===== config.mk =====
export PLATFORM = sky130hd
export DESIGN_NAME = button_conditioner
export DESIGN_NICKNAME = d
export VERILOG_FILES = /design/src/rtl/button_conditioner.sv
export SDC_FILE = /design/constraint.sdc
export NUM_CORES = 1
export LEC_CHECK = 0
export CAP_MARGIN = 5
export CORE_ASPECT_RATIO = 1.25
export CORE_UTILIZATION = 36
export DETAILED_ROUTE_END_ITERATION = 7
export GPL_TIMING_DRIVEN = 1
export PLACE_DENSITY_LB_ADDON = 0.12
export SYNTH_ARGS = -nofsm -noshare
export SYNTH_HDL_FRONTEND = slang
export SYNTH_SLANG_ARGS = --single-unit

===== constraint.sdc =====
create_clock -name clk -period 8.1 [get_ports clk]
set_input_delay 1.62 -clock clk [delete_from_list [all_inputs] [get_ports clk]]
set_output_delay 1.62 -clock clk [all_outputs]
set_load 0.02 [all_outputs]

===== src/rtl/button_conditioner.sv =====
// Multi-channel push-button conditioner: synchronise, debounce, and emit
// press / release / long-press pulses per channel.
module button_conditioner #(
   parameter int N_BTN             = 2,
   parameter int DEBOUNCE_CYCLES   = 120000,
   parameter int LONG_PRESS_CYCLES = 12000000,
   parameter bit ACTIVE_LOW        = 1'b1
) (
   input  logic             clk,
   input  logic             rst,
   input  logic [N_BTN-1:0] btn_raw,
   output logic [N_BTN-1:0] btn_level,
   output logic [N_BTN-1:0] btn_press,
   output logic [N_BTN-1:0] btn_release,
   output logic [N_BTN-1:0] btn_long
);

   // state       | meaning
   // RELEASED    | debounced level is 0, waiting for s=1
   // ARM_PRESS   | s=1 seen, counting stable cycles toward a press
   // PRESSED     | debounced level is 1, long-press timer running
   // ARM_RELEASE | s=0 seen, counting stable cycles toward a release
   typedef enum logic [1:0] {
      ST_RELEASED    = 2'd0,
      ST_ARM_PRESS   = 2'd1,
      ST_PRESSED     = 2'd2,
      ST_ARM_RELEASE = 2'd3
   } state_e;

   localparam int DW = $clog2(DEBOUNCE_CYCLES) + 1;
   localparam int LW = $clog2(LONG_PRESS_CYCLES) + 1;
   localparam logic [DW-1:0] DB_LAST = DW'(DEBOUNCE_CYCLES - 1);
   localparam logic [LW-1:0] LP_LAST = LW'(LONG_PRESS_CYCLES - 1);
   localparam logic [LW-1:0] LP_PRE  = LW'(LONG_PRESS_CYCLES - 2);

   // Synchroniser holds raw pin polarity, so its idle value is the released level.
   logic [N_BTN-1:0] sync1_q, sync2_q;
   logic [N_BTN-1:0] s;

   always_ff @(posedge clk or posedge rst) begin
      if (rst) begin
         sync1_q <= {N_BTN{ACTIVE_LOW}};
         sync2_q <= {N_BTN{ACTIVE_LOW}};
      end else begin
         sync1_q <= btn_raw;
         sync2_q <= sync1_q;
      end
   end

   assign s = ACTIVE_LOW ? ~sync2_q : sync2_q;

   for (genvar ch = 0; ch < N_BTN; ch++) begin : g_ch
      state_e          state_q, state_d;
      logic [DW-1:0]   db_q, db_d;
      logic [LW-1:0]   lp_q, lp_d;
      logic            level_q, level_d;
      logic            press_q, press_d;
      logic            rel_q, rel_d;
      logic            long_q, long_d;

      always_ff @(posedge clk or posedge rst) begin
         if (rst) begin
            state_q <= ST_RELEASED;
            db_q    <= '0;
            lp_q    <= '0;
            level_q <= 1'b0;
            press_q <= 1'b0;
            rel_q   <= 1'b0;
            long_q  <= 1'b0;
         end else begin
            state_q <= state_d;
            db_q    <= db_d;
            lp_q    <= lp_d;
            level_q <= level_d;
            press_q <= press_d;
            rel_q   <= rel_d;
            long_q  <= long_d;
         end
      end

      always_comb begin
         state_d = state_q;
         db_d    = db_q;
         lp_d    = lp_q;
         level_d = level_q;
         press_d = 1'b0;
         rel_d   = 1'b0;
         long_d  = 1'b0;
         // Long-press timer keeps running through release bounces and saturates.
         if (state_q == ST_PRESSED || state_q == ST_ARM_RELEASE) begin
            if (lp_q != LP_LAST) lp_d = lp_q + 1'b1;
            long_d = (lp_q == LP_PRE);
         end
         case (state_q)
            ST_RELEASED: begin
               level_d = 1'b0;
               lp_d    = '0;
               if (s[ch]) begin
                  state_d = ST_ARM_PRESS;
                  db_d    = '0;
               end
            end
            ST_ARM_PRESS: begin
               if (!s[ch]) begin
                  state_d = ST_RELEASED;
               end else if (db_q == DB_LAST) begin
                  state_d = ST_PRESSED;
                  level_d = 1'b1;
                  press_d = 1'b1;
                  lp_d    = '0;
               end else begin
                  db_d = db_q + 1'b1;
               end
            end
            ST_PRESSED: begin
               if (!s[ch]) begin
                  state_d = ST_ARM_RELEASE;
                  db_d    = '0;
               end
            end
            ST_ARM_RELEASE: begin
               if (s[ch]) begin
                  state_d = ST_PRESSED;
               end else if (db_q == DB_LAST) begin
                  state_d = ST_RELEASED;
                  level_d = 1'b0;
                  rel_d   = 1'b1;
               end else begin
                  db_d = db_q + 1'b1;
               end
            end
            default: begin
               state_d = ST_RELEASED;
               db_d    = '0;
               lp_d    = '0;
               level_d = 1'b0;
               long_d  = 1'b0;
            end
         endcase
      end

      assign btn_level[ch]   = level_q;
      assign btn_press[ch]   = press_q;
      assign btn_release[ch] = rel_q;
      assign btn_long[ch]    = long_q;
   end

endmodule


==> Word level (Yosys, flattened, before mapping) <==
Index checks and enable logic that the tools add are counted.
{ "totals": {"reg_bits": 102, "in_bits": 4, "out_inout_bits": 8, "elab_cells": 119} }
{ "op_classes": {"n_addsub": 4, "eq_ne": 28, "muxes": 58, "bitwise_logic": 1, "reduce_logical": 12} }
{ "ops": {"columns": ["op", "n"], "rows": [
  ["2-to-1 mux 25 bit", 8],
  ["2-to-1 mux 18 bit", 10],
  ["one-hot mux 18 bit (4 select lines)", 2],
  ["one-hot mux 25 bit (2 select lines)", 2],
  ["adder 25 x 1 -> 25 bit (second input constant)", 2],
  ["== test 25 x 24 -> 1 bit (second input constant)", 2],
  ["inequality test 25 x 24 -> 1 bit (second input constant)", 2],
  ["adder 18 x 1 -> 18 bit (second input constant)", 2],
  ["== test 18 x 17 -> 1 bit (second input constant)", 2],
  ["2-to-1 mux 2 bit", 12],
  ["2-to-1 mux 1 bit", 20],
  ["inequality test 2 bit (second input constant)", 10],
  ["one-hot mux 2 bit (4 select lines)", 2],
  ["AND reduction 4 bit", 4],
  ["AND reduction 5 bit", 2],
  ["== test 2 bit (second input constant)", 4],
  ["inequality test 3 x 2 -> 1 bit (second input constant)", 2],
  ["inequality test 3 bit (second input constant)", 2],
  ["one-hot mux 1 bit (3 select lines)", 2],
  ["nonzero test 3 bit", 2],
  ["== test 2 x 1 -> 1 bit (second input constant)", 2],
  ["zero test 2 bit", 2],
  ["inequality test 2 x 1 -> 1 bit (second input constant)", 2],
  ["logical OR 1 bit", 2],
  ["inverter 2 bit", 1]
]} }

==> Logic depth before layout (Yosys ltp) <==
Gate-level depths: netlist (run 1).
{ "logic_depth": {"ltp_word": 6, "depth_mapped": 7} }

==> Worst setup path after synthesis (run 1) <==
Ideal clock, no wire load.
{ "synth_timing": {"kind": "register -> output", "start": "reg g_ch[1].level_q", "end": "out btn_level[1]", "arrival_time_ns": 0.517, "required_time_ns": 6.480, "path_slack_ns": 5.963, "path_stages_with_launch": 2, "path_buffers": 1, "cell_sequence": "dfrtp_1 -> buf_4"} }
{ "synth_rtl": {"columns": ["item", "line", "text"], "rows": [
  ["start: declaration", "56", "logic level_q, level_d;"],
  ["start signal: assignment", "74", "level_q <= level_d;"],
  ["end: declaration", "12", "output logic [N_BTN-1:0] btn_level,"]
]} }
No word-level cell between the ends.

==> Worst setup path in the final report (run 1) <==
{ "layout_timing": {"start": "reg g_ch[1].level_q", "end": "out btn_level[1]"} }
No word-level cell between the ends.

==> impl_metrics.py, run 1 <==
metrics = {
    "synth": {
        "ys_warn_count": 0,
        "synthXorXnorAreaFrac_pct": 8.71,
        "synthMuxAreaShare_pct": 4.04,
        "ys_seq_area_share_pct": 44.6,
        "yosys_register_bits": 102,
        "synth_top_area_cell": "dfrtp_1",
        "synth_compound_area_share_pct": 9.91,
        "synth_edf_count": 0,
        "postSynthCellCount": 612,
        "avgSynthCellArea_um2": 9.37,
        "synth_top_family_by_area": "simple AND/OR/NAND/NOR gates",
        "ys.flop_type": "dfrtp_1",
        "synth_area_leaders": "dfrtp_1 (43%), nand2_1 (5.3%), xnor2_1 (5.0%)",
        "netlist.area_leader.share_pct": 42.8,
        "synthAdderAreaFrac_pct": 1.31,
        "syn-num-nets": 622,
        "async_flop_share_pct": 100,
        "yosys.area_share.simple_pct": 28.0,
        "synth_area_um2": 5730,
        "synth.distinct_cells": 64,
    },
    "worst_setup_path": {
        "worst_ep_arrival_time_ns": 1.34,
        "crit_type": "reg -> out",
        "worstSetupStartpointType": "flop",
        "cp_num_buf_inv": 1,
        "crit_path_max_fanout": 3,
        "r2r_cells": 6,
        "path_depth": 1,
        "critical_path_required_ns": 6.48,
        "cp_slowest_cell": "clkdlybuf4s50_1",
        "r2r-start": "g_ch[0].lp_q[0]",
        "critical_path.top_delay_family": "buffers and inverters",
        "worstSetupEndpointType": "output port",
        "max_stage_delay_ns": 0.62,
        "reg2reg_setup_slack_ns": 5.77,
        "r2r_end": "g_ch[0].lp_q[2]",
        "crit_chain": "clkdlybuf4s50_1",
        "crit_path_end": "btn_level[1]",
        "crit_start": "g_ch[1].level_q",
    },
    "cells_and_area": {
        "design_area_um2": 6290,
        "post_layout_nonfiller_instances": 825,
        "areaGrowthSynthToFinish_pct": 9.80,
        "final_nets": 618,
        "layout-drive-gt1-share_pct": 9.14,
        "nFillCells": 1587,
        "diodes": 0,
    },
    "power_and_ir_drop": {
        "leakagePower_uw": 0.00251,
        "pwr-share-seq_pct": 52.7,
        "peakVddDrop_mv": 0.0952,
        "netSwitchingPower_uw": 237,
        "p_clk_share_pct": 43.6,
        "finalPower_uw": 999,
        "p_sw_share_pct": 23.8,
        "p_int_uw": 761,
        "powerDensity_nw_per_um2": 159,
        "p_comb_share_pct": 3.8,
    },
    "routing": {
        "dr.pass1.iters": 4,
        "vias": 4372,
        "drtIter0Drc": 232,
        "wirelength_mm": 12.1,
        "routed_via_density": 5.30,
        "wl_per_cell_um": 14.7,
        "drc": 0,
        "ant_nets": 0,
    },
    "worst_hold_path": {
        "hold_path_class": "reg -> reg",
    },
    "sta": {
        "skew_ns": 0.00846,
        "rsz0062_at_grt": "no",
        "drv_slew": 0,
        "finalSetupTns_ns": 0,
        "layout_min_cycle_time_ns": 2.96,
        "setup_viol_count_final": 0,
        "slew_headroom_pct": 35.4,
        "fmax_mhz": 337,
        "hold_viol_final": 0,
        "worst_pin_slew_ns": 0.969,
        "post-route-period-util_pct": 36.6,
        "whs_ns": 0.359,
    },
    "floorplanning": {
        "dieArea_um2": 16400,
        "core_um2": 15600,
        "fp.dieW_um": 115,
        "die_h_um": 143,
        "ios": 12,
        "start_util_pct": 36.8,
        "rows": 51,
    },
    "grt": {
        "first_global_vias": 4331,
        "grt_pass1_wl_mm": 20.9,
        "overflow": 0,
        "grt_usage_pct": 16.1,
        "antenna_found_initial": 0,
        "grt_max_degree": 75,
    },
    "cts": {
        "cts_resized": 0,
        "worstSkewPairLatency_ns": 0.36,
        "cts-buffers-inserted": 9,
        "clk_path_buf_depth": 2,
        "tritoncts": "done",
        "post_cts_buffers": 0,
        "htree_levels": 3,
        "clock-root-buffer": "clkbuf_16",
        "clkTransAtPathRegs_ns": 0.07,
        "numClockSinks": 102,
        "hold_buffers": 0,
    },
    "placement": {
        "placed_cells": 809,
        "port_buffers": 11,
        "place_congestion": 0.768,
        "placed_area_um2": 6000,
        "place_hpwl_mm": 8.14,
    },
    "run_status": {
        "status": "completed",
    },
    "job": {
        "maxCapViolCount": 0,
    },
}
layout make-up:
class / count / area (um^2) / share of cell area (%)
Sequential cell: 102 / 2560 / 40.6
Clock buffer: 12 / 267 / 4.23
Multi-Input combinational cell: 467 / 2990 / 47.5
Timing Repair Buffer: 14 / 133 / 2.11
Inverter: 14 / 55.1 / 0.875
Clock inverter: 4 / 28.8 / 0.457
Tap cell: 212 / 265 / 4.21
cells in the mapped netlist, types with 2 or more instances:
master / count
and4_1: 9
xnor2_1: 33
nor2_1: 55
nor2b_1: 2
a31o_2: 2
nor4_1: 6
or4_1: 2
nand3_1: 39
nand2_1: 81
buf_1: 2
dfstp_2: 4
a41o_1: 2
a31oi_1: 2
nor3_4: 2
nand3b_1: 2
buf_4: 8
mux2i_1: 13
mux2_2: 8
nand4_1: 22
a21boi_0: 2
nand4b_1: 4
a311oi_1: 2
nor4_2: 5
and2_1: 6
o211ai_1: 5
a211oi_1: 2
a21oi_1: 26
and3_1: 24
nor3_2: 3
clkbuf_1: 17
o21ai_0: 19
dfrtp_1: 98
inv_1: 14
a22o_1: 11
ha_1: 6
nor4b_1: 3
or3_1: 2
nor3_1: 19
buf_2: 2
xor2_1: 24
layout by cell type, fill, tap and decap left out, types with 22 or more instances in the layout:
cell	netlist	final
xor2_1	24	23
and3_1	24	24
nand2_1	81	81
a21oi_1	26	26
dfrtp_1	98	98
nor2_1	55	55
xnor2_1	33	33
nand3_1	39	39
nand4_1	22	22
power groups by stage:
stage | Clock, uW | Sequential (uW) | Combinational, uW
2_1_floorplan | 0 | 531 | 31.1
3_3_place_gp | 0 | 536 | 38.3
3_5_place_dp | 0 | 536 | 39.0
4_1_cts | 452 | 526 | 39.1
5_1_grt | 470 | 527 | 43.4
6_report | 435 | 526 | 37.5
routing by layer:
| layer | share of wire [%] | GRT usage, % |
|---|---|---|
| met5 | 0 | 0 |
| met4 | 2.2 | 7.59 |
| met3 | 1.9 | 2.55 |
| met2 | 47 | 26.5 |
| met1 | 49 | 20.6 |
sequential cells by signal, summed over array words and instances (netlist names), named ones only:
register / flops
g_ch.db_q: 36
g_ch.state_q: 2
g_ch.press_q: 2
g_ch.long_q: 2
g_ch.lp_q: 50
sync1_q: 2
sync2_q: 2
g_ch.rel_q: 2
g_ch.level_q: 2
worst min-delay path by stage:
stage | to | slack [ns] | startpoint | cells after the start
after global placement | sync2_q[1] | 0.35 | sync1_q[1] | 0
final | sync2_q[0] | 0.36 | sync1_q[0] | 0
after global routing | sync2_q[1] | 0.37 | sync1_q[1] | 0
after floorplan | sync2_q[0] | 0.35 | sync1_q[0] | 0
after CTS | sync2_q[0] | 0.36 | sync1_q[0] | 0
after detailed placement | sync2_q[0] | 0.35 | sync1_q[0] | 0
kinds of logic after synthesis:
kind of cell / count (synthesis)
AOI/OAI and AO/OA: 84
xor gates and xnor gates: 57
adders and majority gates: 6
buffers and inverters: 43
DFF: 102
muxes: 22
and+or+nand+nor: 298
per-stage QoR:
stage | worst slack, ns | util, %
final | 5.14 | 40.4
after global routing | 4.95 | 40.4
after CTS | 5.11 | 40.4
after detailed placement | 4.72 | 38.5
after global placement | 4.74 | 38.5
after floorplan | 3.81 | -
Note: power is estimated with default switching activity, not from simulation.
==> inputs of run 2 (changes only) <==
==> constraint.sdc (replaced) <==
create_clock -name clk -period 2.86 [get_ports clk]
set_input_delay 0.572 -clock clk [delete_from_list [all_inputs] [get_ports clk]]
set_output_delay 0.572 -clock clk [all_outputs]
set_load 0.02 [all_outputs]
==> run 2 against run 1 <==
Against the previous run: die area stayed put; critical path depth is 5 higher; sequential power grew to 2.8 times the previous value; design area is 1.4% higher; worst setup slack worse by 4.5 ns; highest routed layer unchanged; via count is 1.8% higher; largest power group unchanged.
==> impl_metrics.py, run 2 (synthesis gave the netlist of run 1 again) <==
metrics = {
    "run_status": {
        "status": "completed",
    },
    "routing": {
        "drtIter0Drc": 328,
        "wl_per_cell_um": 15.1,
        "ant_nets": 0,
        "routed_via_density": 5.35,
        "drc": 0,
        "vias": 4449,
        "dr.pass1.iters": 4,
        "wirelength_mm": 12.6,
    },
    "sta": {
        "finalSetupTns_ns": 0,
        "worst_pin_slew_ns": 0.837,
        "post-route-period-util_pct": 78.8,
        "rsz0062_at_grt": "no",
        "drv_slew": 0,
        "skew_ns": 0.00870,
        "hold_viol_final": 0,
        "setup_viol_count_final": 0,
        "slew_headroom_pct": 43.9,
        "layout_min_cycle_time_ns": 2.25,
        "fmax_mhz": 444,
    },
    "placement": {
        "place_hpwl_mm": 8.65,
        "port_buffers": 11,
        "place_congestion": 0.813,
        "placed_area_um2": 6080,
    },
    "power_and_ir_drop": {
        "powerDensity_nw_per_um2": 451,
        "peakVddDrop_mv": 0.253,
        "leakagePower_uw": 0.00255,
    },
    "worst_setup_path": {
        "crit_path_max_fanout": 10,
        "crit_type": "reg -> reg",
        "worst_ep_arrival_time_ns": 2.47,
        "crit_start": "g_ch[1].db_q[0]",
        "critical_path_required_ns": 3.08,
        "max_stage_delay_ns": 0.50,
        "r2r-start": "g_ch[1].db_q[0]",
        "worstSetupEndpointType": "flop",
        "cp_slowest_cell": "nor4_1",
        "crit_chain": "ha_1 > inv_1 > nor4_1 > nand3_1 > a21oi_4 > nor3_1",
        "worstSetupStartpointType": "flop",
    },
    "cells_and_area": {
        "diodes": 0,
        "design_area_um2": 6380,
        "largest-register": "g_ch.lp_q",
        "final_nets": 625,
        "layout_common_cells": "dfrtp_1 (98), nand2_1 (81), nor2_1 (55)",
        "layout-drive-gt1-share_pct": 10.0,
        "largest_reg_flops": 50,
        "final_common_cell": "dfrtp_1",
        "top_regs": "g_ch.lp_q: 50 flops, g_ch.db_q: 36 flops",
        "areaGrowthSynthToFinish_pct": 11.3,
        "fin_util_pct": 41.0,
    },
    "grt": {
        "grt_usage_pct": 17.1,
        "antenna_found_initial": 0,
        "first_global_vias": 4494,
        "overflow": 0,
        "grt_max_degree": 31,
        "grt_pass1_wl_mm": 22.5,
    },
    "cts": {
        "hold_buffers": 0,
        "post_cts_buffers": 0,
        "htree_levels": 3,
        "clkTransAtPathRegs_ns": 0.07,
        "cts-buffers-inserted": 9,
        "cts_resized": 0,
        "clk_path_buf_depth": 2,
        "tritoncts": "done",
        "worstSkewPairLatency_ns": 0.35,
        "clock-root-buffer": "clkbuf_16",
        "numClockSinks": 102,
    },
    "job": {
        "maxCapViolCount": 0,
    },
    "floorplanning": {
        "fp.dieW_um": 115,
        "dieArea_um2": 16400,
        "core_um2": 15600,
        "die_h_um": 143,
        "start_util_pct": 36.8,
        "rows": 51,
        "ios": 12,
    },
    "worst_hold_path": {
        "hp-start": "sync1_q[1]",
        "hold_path_class": "reg -> reg",
    },
}
==> run 2: final timing paths <==
| kind | end | slack [ns] | depth (start not counted) |
|---|---|---|---|
| worst max-delay path | g_ch[1].lp_q[7] | 0.61 | 6 |
| worst min-delay path | sync2_q[1] | 0.36 | 0 |
| worst max register to register | g_ch[1].lp_q[7] | 0.61 | 6 |
| worst min register to register | sync2_q[1] | 0.36 | 0 |
| max in group asynchronous | sync1_q[0] | 1.46 | 3 |
| min in group asynchronous | g_ch[0].lp_q[22] | 0.71 | 2 |
==> run 2: cell type report <==
class / count / area [um^2]
fill: 1582 / 9190
inverter: 14 / 56.3
tap: 212 / 265
timing repair buffer: 21 / 210
clock buffer: 11 / 243
multi-input combinational: 467 / 2990
clock inverter: 5 / 58.8
sequential: 102 / 2560
==> run 2: where the power goes <==
part	leakage (uW)	total (uW)	switching [uW]	internal (uW)
logic	0.00101	125	84.3	40.5
clock network	0.000142	1270	565	704
registers	0.00140	1480	22.7	1460
total	0.00255	2880	672	2200
==> run 2: metal layers <==
layer | share of wire [%] | global-route usage (%)
met1 | 48 | 22.2
met2 | 48 | 28.9
met3 | 1.9 | 2.08
met4 | 1.7 | 6.84
met5 | 0 | 0
==> run 2: worst max-delay path: cells and delay by family, from the launching register on <==
kind            cells  cell delay, ns
compound gates      1            0.37
fa+ha+maj           1            0.35
buf+inv             1            0.12
flops               1            0.46
simple gates        3            0.82
==> run 2: per-stage QoR <==
| stage | instances | power [uW] | setup WS [ns] | hold slack [ns] |
|---|---|---|---|---|
| finish | 832 | 2880 | 0.607 | 0.357 |
| global route | 832 | 2980 | 0.370 | 0.361 |
| CTS | 832 | 2920 | 0.586 | 0.359 |
| detailed placement | 816 | 1640 | 0.601 | 0.349 |
| global placement | 816 | 1640 | 0.629 | 0.345 |
| floorplan | 612 | 1590 | 0.816 | 0.345 |
==> inputs of run 3 (changes only) <==
==> constraint.sdc (replaced) <==
create_clock -name clk -period 2 [get_ports clk]
set_input_delay 0.4 -clock clk [delete_from_list [all_inputs] [get_ports clk]]
set_output_delay 0.4 -clock clk [all_outputs]
set_load 0.02 [all_outputs]
==> run 3 against run 2 <==
Against the previous run: worst hold slack improved by 0.0055 ns; clock-buffer cell count increased by 1; die area unchanged; design area increased by 7.1%; register-to-register slack got worse by 0.57 ns; sequential power increased by 43%; core utilization increased by 2.9 points; power increased by 47%; combinational power increased by 65%; critical path type unchanged; highest routed layer unchanged.
==> impl_metrics.py, run 3 (synthesis gave the netlist of run 1 again) <==
metrics = {
    "run_status": {
        "status": "completed",
    },
    "floorplanning": {
        "start_util_pct": 36.8,
        "fp.dieW_um": 115,
        "dieArea_um2": 16400,
        "core_um2": 15600,
        "ios": 12,
        "rows": 51,
        "die_h_um": 143,
    },
    "cells_and_area": {
        "largest_reg_flops": 50,
        "fin_util_pct": 43.9,
        "top_regs": "g_ch.lp_q: 50 flops, g_ch.db_q: 36 flops",
        "final_common_cell": "dfrtp_1",
        "areaGrowthSynthToFinish_pct": 19.1,
        "final_nets": 669,
        "post_layout_nonfiller_instances": 875,
        "layout_common_cells": "dfrtp_1 (98), nand2_1 (79), nor2_1 (55)",
        "layout-drive-gt1-share_pct": 17.2,
        "largest-register": "g_ch.lp_q",
        "diodes": 0,
    },
    "worst_hold_path": {
        "hold_path_class": "reg -> reg",
    },
    "grt": {
        "first_global_vias": 4549,
        "overflow": 0,
        "grt_pass1_wl_mm": 21.8,
        "grt_max_degree": 36,
        "antenna_found_initial": 0,
        "grt_usage_pct": 16.8,
    },
    "sta": {
        "layout_min_cycle_time_ns": 1.97,
        "rsz0062_at_grt": "yes",
        "worst_pin_slew_ns": 0.826,
        "slew_headroom_pct": 44.6,
        "setup_viol_count_final": 0,
        "skew_ns": 0.00522,
        "drv_slew": 0,
        "finalSetupTns_ns": 0,
        "post-route-period-util_pct": 98.4,
        "hold_viol_final": 0,
        "fmax_mhz": 508,
        "whs_ns": 0.362,
    },
    "routing": {
        "wirelength_mm": 12.4,
        "vias": 4538,
        "drtIter0Drc": 300,
        "drc": 0,
        "ant_nets": 0,
        "wl_per_cell_um": 14.2,
        "routed_via_density": 5.19,
        "dr.pass1.iters": 4,
    },
    "power_and_ir_drop": {
        "finalPower_uw": 4240,
        "leakagePower_uw": 0.00286,
        "powerDensity_nw_per_um2": 621,
        "peakVddDrop_mv": 0.381,
    },
    "cts": {
        "clkTransAtPathRegs_ns": 0.06,
        "worstSkewPairLatency_ns": 0.35,
        "clk_path_buf_depth": 2,
        "numClockSinks": 102,
        "clock-root-buffer": "clkbuf_16",
        "htree_levels": 3,
        "cts-buffers-inserted": 9,
        "tritoncts": "done",
        "hold_buffers": 0,
    },
    "placement": {
        "port_buffers": 11,
        "placed_cells": 858,
        "place_hpwl_mm": 8.83,
        "place_congestion": 0.787,
    },
    "worst_setup_path": {
        "worst_ep_arrival_time_ns": 2.20,
        "critical_path_required_ns": 2.24,
        "worstSetupStartpointType": "flop",
        "crit_type": "reg -> reg",
        "worstSetupEndpointType": "flop",
        "reg2reg_setup_slack_ns": 0.03,
        "crit_path_max_fanout": 7,
        "cp_slowest_cell": "or4bb_4",
        "max_stage_delay_ns": 0.57,
        "crit_chain": "or4bb_4 > nor3_4 > buf_12 > a21oi_2 > and3b_1 > a211o_1",
    },
    "job": {
        "maxCapViolCount": 0,
    },
}
==> run 3: timing repair <==
action,CTS,global route
cloned,0,0
setup buffers,0,2
hold endpoints to repair,0,0
gates resized for setup,1,11
setup endpoints to repair,2,18
pin swaps,0,6
==> run 3: final timing paths <==
check,from,to,cells past startpoint
hold / removal,sync1_q[1],sync2_q[1],0
setup reg to reg,g_ch[0].db_q[11],g_ch[0].db_q[2],6
hold reg to reg,sync1_q[1],sync2_q[1],0
max in group asynchronous,rst,g_ch[0].lp_q[4],3
min in group asynchronous,rst,g_ch[1].lp_q[11],2
setup / recovery,g_ch[0].db_q[11],g_ch[0].db_q[2],6
==> run 3: cell type report <==
type	count	area, um^2
fill	1557	8740
multi-input combinational	467	3040
sequential	102	2560
timing repair buffer	65	582
tap	212	265
clock buffer	12	256
clock inverter	3	67.6
inverter	14	56.3
==> run 3: through the flow <==
stage	cell area [um^2]	setup WS, ns
after floorplan	5740	-0.00908
after global placement	6430	0.0351
after detailed placement	6430	-0.00207
after CTS	6760	0.00534
after global routing	6830	-0.0117
final	6830	0.0324
==> run 3: worst max-delay path: cells and delay by family (launching register included) <==
kind	cells	cell delay, ns
simple gates	3	0.98
buf+inv	1	0.15
compound gates	2	0.32
flops	1	0.42
==> run 3: per-layer routing <==
| metal | share of wire (%) | routed length, um | vias to the layer above | GRT usage [%] |
|---|---|---|---|---|
| li1 | - | - | 2274 | - |
| met4 | 1.9 | 239 | 0 | 7.25 |
| met3 | 2.0 | 243 | 15 | 2.38 |
| met5 | 0 | 0 | - | 0 |
| met1 | 47 | 5850 | 2211 | 21.6 |
| met2 | 49 | 6120 | 38 | 28.0 |
==> run 3: power breakdown <==
group	switching [uW]	internal, uW
clock network	756	1160
registers	27.8	2090
logic	130	76.8
total	914	3330
